$ cat config.mk
export PLATFORM = sky130hd
export DESIGN_NAME = src_arbiter_flat
export DESIGN_NICKNAME = d
export VERILOG_FILES = /design/src/rtl/src_arbiter_if.sv /design/src/rtl/src_arbiter.sv /design/src/flat_wrapper.sv
export SDC_FILE = /design/constraint.sdc
export NUM_CORES = 1
export LEC_CHECK = 0
export BUFFER_PORTS_ARGS = -buffer_cell sky130_fd_sc_hd__buf_2
export CORE_MARGIN = 2
export CORE_UTILIZATION = 36
export DETAILED_ROUTE_END_ITERATION = 10
export GPL_TIMING_DRIVEN = 0
export HOLD_SLACK_MARGIN = 0.15
export SYNTH_ARGS = -nofsm -noshare
export SYNTH_HDL_FRONTEND = slang
export SYNTH_SLANG_ARGS = --single-unit
$ cat constraint.sdc
create_clock -name clk -period 3.3 [get_ports clk]
set_input_delay 0.165 -clock clk [delete_from_list [all_inputs] [get_ports clk]]
set_output_delay 0.165 -clock clk [all_outputs]
set_load 0.005 [all_outputs]
$ cat src/rtl/src_arbiter_if.sv
// Source-arbiter bus: per-source FIFO side plus granted-packet encoder side.
// The master modport is the arbiter and the slave modport is the sources and encoder.
interface src_arbiter_if #(
   parameter int N_SRC = 4
);
   localparam int SW = $clog2(N_SRC);

   logic [N_SRC-1:0]   have_msg_bus;
   logic [8*N_SRC-1:0] len_bus;
   logic [8*N_SRC-1:0] data_bus;
   logic [N_SRC-1:0]   rdreq_bus;
   logic [N_SRC-1:0]   en_mask;
   logic [N_SRC-1:0]   prio_mask;
   logic               out_have_msg;
   logic [SW-1:0]      out_src;
   logic [7:0]         out_len;
   logic [7:0]         out_data;
   logic               out_rdreq;
   logic               timeout_err;
   logic               zero_len_err;

   modport master (
      input  have_msg_bus, len_bus, data_bus,
      input  en_mask, prio_mask, out_rdreq,
      output rdreq_bus, out_have_msg, out_src,
      output out_len, out_data,
      output timeout_err, zero_len_err
   );

   modport slave (
      output have_msg_bus, len_bus, data_bus,
      output en_mask, prio_mask, out_rdreq,
      input  rdreq_bus, out_have_msg, out_src,
      input  out_len, out_data,
      input  timeout_err, zero_len_err
   );
endinterface

$ cat src/rtl/src_arbiter.sv
// Packet source arbiter: two-level priority with age promotion,
// round-robin within the winning group, and a read watchdog per grant.
module src_arbiter #(
   parameter int N_SRC     = 4,
   parameter int AGE_LIMIT = 64,
   parameter int TIMEOUT   = 1024
) (
   input logic         clk,
   input logic         n_rst,
   src_arbiter_if.master bus
);
   localparam int SW = $clog2(N_SRC);
   localparam int AW = $clog2(AGE_LIMIT + 1);
   localparam int WW = $clog2(TIMEOUT);

   typedef enum logic [1:0] {
      IDLE  = 2'd0,
      GRANT = 2'd1,
      GAP   = 2'd2
   } state_t;

   state_t state, state_nx;

   logic [SW-1:0] rr_ptr;
   logic [SW-1:0] src_q;
   logic [SW-1:0] sel;
   logic [SW-1:0] idx;
   logic [7:0]    len_q;
   logic [7:0]    cnt;
   logic [WW-1:0] wdog;
   logic [AW-1:0] age [N_SRC];

   logic [N_SRC-1:0] elig;
   logic [N_SRC-1:0] hi;
   logic [N_SRC-1:0] cand;
   logic [N_SRC-1:0] held;
   logic             found;
   logic             grant;
   logic             zl_hit;
   logic             rd_ok;
   logic             last_rd;
   logic             to_hit;

   // An aged source joins the high group, so it can beat fresh low sources.
   always_comb begin
      elig  = bus.have_msg_bus & bus.en_mask;
      hi    = '0;
      found = 1'b0;
      sel   = '0;
      idx   = '0;
      for (int i = 0; i < N_SRC; i++) begin
         hi[i] = elig[i] &
                 (bus.prio_mask[i] | (age[i] == AW'(AGE_LIMIT)));
      end
      cand = (|hi) ? hi : elig;
      for (int k = 0; k < N_SRC; k++) begin
         idx = SW'((int'(rr_ptr) + k) % N_SRC);
         if (!found && cand[idx]) begin
            found = 1'b1;
            sel   = idx;
         end
      end
   end

   always_comb begin
      grant   = (state == IDLE) && found;
      zl_hit  = (state == GRANT) && (len_q == 8'd0);
      rd_ok   = (state == GRANT) && !zl_hit && bus.out_rdreq;
      last_rd = rd_ok && (cnt == len_q - 8'd1);
      to_hit  = (state == GRANT) && !zl_hit && !bus.out_rdreq &&
                (wdog == WW'(TIMEOUT - 1));
      held    = '0;
      for (int i = 0; i < N_SRC; i++) begin
         held[i] = (grant && (sel == SW'(i))) ||
                   ((state == GRANT) && (src_q == SW'(i)));
      end
   end

   always_comb begin
      state_nx = state;
      unique case (state)
         IDLE:    if (found) state_nx = GRANT;
         GRANT:   if (zl_hit || last_rd || to_hit) state_nx = GAP;
         GAP:     state_nx = IDLE;
         default: state_nx = IDLE;
      endcase
   end

   always_ff @(posedge clk) begin
      if (!n_rst) begin
         state  <= IDLE;
         rr_ptr <= '0;
         src_q  <= '0;
         len_q  <= '0;
         cnt    <= '0;
         wdog   <= '0;
         for (int i = 0; i < N_SRC; i++) age[i] <= '0;
      end else begin
         state <= state_nx;
         if (grant) begin
            src_q  <= sel;
            len_q  <= bus.len_bus[8*sel +: 8];
            cnt    <= '0;
            wdog   <= '0;
            rr_ptr <= (sel == SW'(N_SRC - 1)) ? '0 : sel + SW'(1);
         end else if (state == GRANT) begin
            if (rd_ok) cnt <= cnt + 8'd1;
            if (bus.out_rdreq) wdog <= '0;
            else if (!to_hit) wdog <= wdog + WW'(1);
         end
         for (int i = 0; i < N_SRC; i++) begin
            if (elig[i] && !held[i]) begin
               if (age[i] != AW'(AGE_LIMIT)) age[i] <= age[i] + AW'(1);
            end else begin
               age[i] <= '0;
            end
         end
      end
   end

   assign bus.out_have_msg = (state == GRANT);
   assign bus.rdreq_bus    = rd_ok ? (N_SRC'(1) << src_q) : '0;
   assign bus.out_src      = src_q;
   assign bus.out_len      = len_q;
   assign bus.out_data     = bus.data_bus[8*src_q +: 8];
   assign bus.timeout_err  = to_hit;
   assign bus.zero_len_err = zl_hit;
endmodule

$ cat src/flat_wrapper.sv
// flat-port wrapper written by rule: the top's interface ports become plain ports
module src_arbiter_flat 
#(
   parameter int N_SRC     = 4,
   parameter int AGE_LIMIT = 64,
   parameter int TIMEOUT   = 1024
)
  (clk, n_rst, bus_have_msg_bus, bus_len_bus, bus_data_bus, bus_en_mask, bus_prio_mask, bus_out_rdreq, bus_rdreq_bus, bus_out_have_msg, bus_out_src, bus_out_len, bus_out_data, bus_timeout_err, bus_zero_len_err);
  src_arbiter_if #(.N_SRC(N_SRC)) bus_i ();
  input logic clk;
  input logic n_rst;
  input wire logic [$bits(bus_i.have_msg_bus)-1:0] bus_have_msg_bus;
  input wire logic [$bits(bus_i.len_bus)-1:0] bus_len_bus;
  input wire logic [$bits(bus_i.data_bus)-1:0] bus_data_bus;
  input wire logic [$bits(bus_i.en_mask)-1:0] bus_en_mask;
  input wire logic [$bits(bus_i.prio_mask)-1:0] bus_prio_mask;
  input wire logic [$bits(bus_i.out_rdreq)-1:0] bus_out_rdreq;
  output wire logic [$bits(bus_i.rdreq_bus)-1:0] bus_rdreq_bus;
  output wire logic [$bits(bus_i.out_have_msg)-1:0] bus_out_have_msg;
  output wire logic [$bits(bus_i.out_src)-1:0] bus_out_src;
  output wire logic [$bits(bus_i.out_len)-1:0] bus_out_len;
  output wire logic [$bits(bus_i.out_data)-1:0] bus_out_data;
  output wire logic [$bits(bus_i.timeout_err)-1:0] bus_timeout_err;
  output wire logic [$bits(bus_i.zero_len_err)-1:0] bus_zero_len_err;
  assign bus_i.have_msg_bus = bus_have_msg_bus;
  assign bus_i.len_bus = bus_len_bus;
  assign bus_i.data_bus = bus_data_bus;
  assign bus_i.en_mask = bus_en_mask;
  assign bus_i.prio_mask = bus_prio_mask;
  assign bus_i.out_rdreq = bus_out_rdreq;
  assign bus_rdreq_bus = bus_i.rdreq_bus;
  assign bus_out_have_msg = bus_i.out_have_msg;
  assign bus_out_src = bus_i.out_src;
  assign bus_out_len = bus_i.out_len;
  assign bus_out_data = bus_i.out_data;
  assign bus_timeout_err = bus_i.timeout_err;
  assign bus_zero_len_err = bus_i.zero_len_err;
  src_arbiter #(.N_SRC(N_SRC), .AGE_LIMIT(AGE_LIMIT), .TIMEOUT(TIMEOUT)) u_core (.clk(clk), .n_rst(n_rst), .bus(bus_i));
endmodule
==> metrics.txt <==
number of synthesized register bits 60; CTS Buf Count 9; Final Setup Violations 0; Crit. End Element flip-flop; CTS tree yes; Worst Setup Start Kind flip-flop; Mapped Cells around 410; antenna violations before repair 0; DRC Markers 0; syn avg cell area 9.75 um2; FFs w/ async S/R, synth 0%; Max-Cap Viols 0; Core Area 10800 um2; WS Path Type flip-flop to flip-flop; library cells used by synthesis between 60 and 70; warning count from the yosys run 0; DR vias 3419; crit-path cells inv_1 -> ha_2 -> or4b_4 -> or3_4 -> a41o_4 -> a221oi_2 -> o22a_1 -> buf_6 -> buf_4 -> mux2_2 -> a221o_1; Setup WS post-layout 57.2 ps; mux contribution to synthesized area 9.69%; IO Pins between 100 and 150; Die ar. 11900 um2; pre-CTS WS -343 ps; largest net degree at the start of global routing 12; Cell Rows 38; total number of H-tree levels 3; Tcrit/Tclk final 98.3%; Synth-to-Final Area Change 27.6%; filler cell count roughly 1100; vias per inst approximately 5.0; Starting Density between 30 and 40%; Fin Hold WS between 150 and 200 ps; commonest cells after routing, fill and taps aside buf_2, nor2_1, dfxtp_1; Worst Path Required approximately 3500 ps; Synth Area in Compound Gates 11.1%; GP Congestion 0.818; diodes inserted 0; largest family of logic cells by synthesized area simple AND/OR/NAND/NOR gates; Syn Std Cell Area 3990 um2; final-report max-slew violation count 0; Clock Sink Count 60; HPWL Detailed between 7000 and 8000 um; Setup TNS 0 ps; Synth Area in Simple Gates 23.6%; Die Y between 100 and 150 um; GRT Util Overall 16.7%; Post-DRT Antenna Nets 0; Crit Path Max Fanout 9; FF-to-FF Start u_core.age[0][21]; fin crit period 3240 ps; Top FF cell, synth dfxtp_1; Worst Path Buf+Inv 3; RSZ-0062 raised after global routing yes; drt total wl 9630 um; CTS Root Cell clkbuf_8; Top Family by Delay on Critical Path compound AO/OA/AOI/OAI gates; Fin. Hold Viols 0; Rel. slew slack ~46%; most common cell after layout, fill and taps aside buf_2; Critical Path AT 3480 ps; register area share after synthesis between 30% and 40%; Crit path largest cell delay around 470 ps; Post-Syn Nets 503; LEAKAGE approximately 2.1 nW; pwr dens ~430 nW/um2; CP Launch Point u_core.age[0][21]; CP max stage cell or4b_4; first-pass GRT wire length around 16000 um; Worst-path clk slew 70 ps; skew final about 4.7 ps; f_max 308 MHz; status finished clean; post-synthesis adder-cell area fraction 4.71%; clock tree buffer depth 2; nets 631; WL/cell 14.1 um; die width roughly 110 um; PortBufs 103; Worst VDD drop 0.000165 V; Worst Hold Class input pin to flip-flop; Final Core Density between 40% and 50%; EDFF count, synth 28; worst skew pair latency 350 ps; initial drt markers 80; Post-Synth XOR/XNOR Area 9.88%; vias in the first global route ~3400; GR Overflow Total 0; Slew @ Worst Pin between 800 and 900 ps; hold path start bus_len_bus[5]; fraction of layout cells with a size suffix above 1 between 30 and 40%; Initial DRT Pass Iterations 4
## through the flow
stage	power [mW]	instances	instance area (um2)
after global placement	1.57	652	4700
final	2.21	682	5090
after global routing	2.35	682	5090
after detailed placement	1.59	652	4700
after CTS	2.20	677	5010
after floorplan	1.36	409	4010
## state kept, by name, indices dropped and copies added (netlist names)
| register | flops |
|---|---|
| u_core.age | 28 |
| u_core.wdog | 10 |
| u_core.bus.out_len | 8 |
| u_core.cnt | 8 |
| u_core.bus.out_src | 2 |
| u_core.rr_ptr | 2 |
| u_core.state | 2 |
## worst register-to-register path, delay by kind of cell (launching register included)
family	cells	cell delay, ps
buf+inv	3	350
simple gates	2	850
flops	1	380
compound gates	4	1020
mux	1	360
fa+ha+maj	1	180
## synthesized netlist by cell type, types with 9 or more instances
library cell | instances | area (um2)
and3_1 | 19 | 119
dfxtp_1 | 32 | 641
edfxtp_1 | 28 | 841
ha_1 | 15 | 188
inv_1 | 19 | 71.3
mux2_2 | 9 | 101
nand2_1 | 26 | 97.6
nand3_1 | 24 | 120
nor2_1 | 54 | 203
nor2_2 | 10 | 62.6
xnor2_1 | 24 | 210
xor2_1 | 21 | 184
## power by group
group / internal (mW) / switching [mW]
sequential: 0.819 / 0.0637
combinational: 0.368 / 0.368
clock: 0.311 / 0.277
total: 1.50 / 0.709
## per-layer routing
metal	GRT usage, %	vias to the layer above	wire, um
met5	0	-	0
met4	7.78	0	212
met3	2.33	17	409
met2	28.4	86	4690
met1	20.8	1579	4320
li1	-	1737	-
## cell families after synthesis
family | count (synthesis)
flops | 60
buf+inv | 31
compound gates | 53
xor+xnor | 45
mux | 24
fa+ha+maj | 15
simple gates | 181
## final timing paths
| path | to | slack, ps | cells after the start |
|---|---|---|---|
| worst max-delay path | u_core.bus.out_len[4] | 60 | 11 |
| worst min register to register | u_core.rr_ptr[1] | 510 | 2 |
| worst min-delay path | u_core.bus.out_len[5] | 160 | 3 |
| worst max register to register | u_core.bus.out_len[4] | 60 | 11 |
## area by class of cell
cell class / instances / area, um2 / area share, %
clock inverter: 2 / 8.76 / 0.172
multi-input combinational: 318 / 2470 / 48.6
inverter: 19 / 71.3 / 1.40
sequential: 60 / 1480 / 29.1
clock buffer: 14 / 163 / 3.20
buffer: 12 / 85.1 / 1.67
tap: 140 / 175 / 3.44
timing repair buffer: 117 / 629 / 12.4
## repair_timing
item                                   in CTS  in global routing
endpoints found under the hold margin       1                  0
hold buffers                                2                  0
gates resized for setup                    13                 12
buffers inserted                            7                  5
setup endpoints to repair                  63                 76
pin swaps                                   3                  1
(Power assumes the default switching activity.)
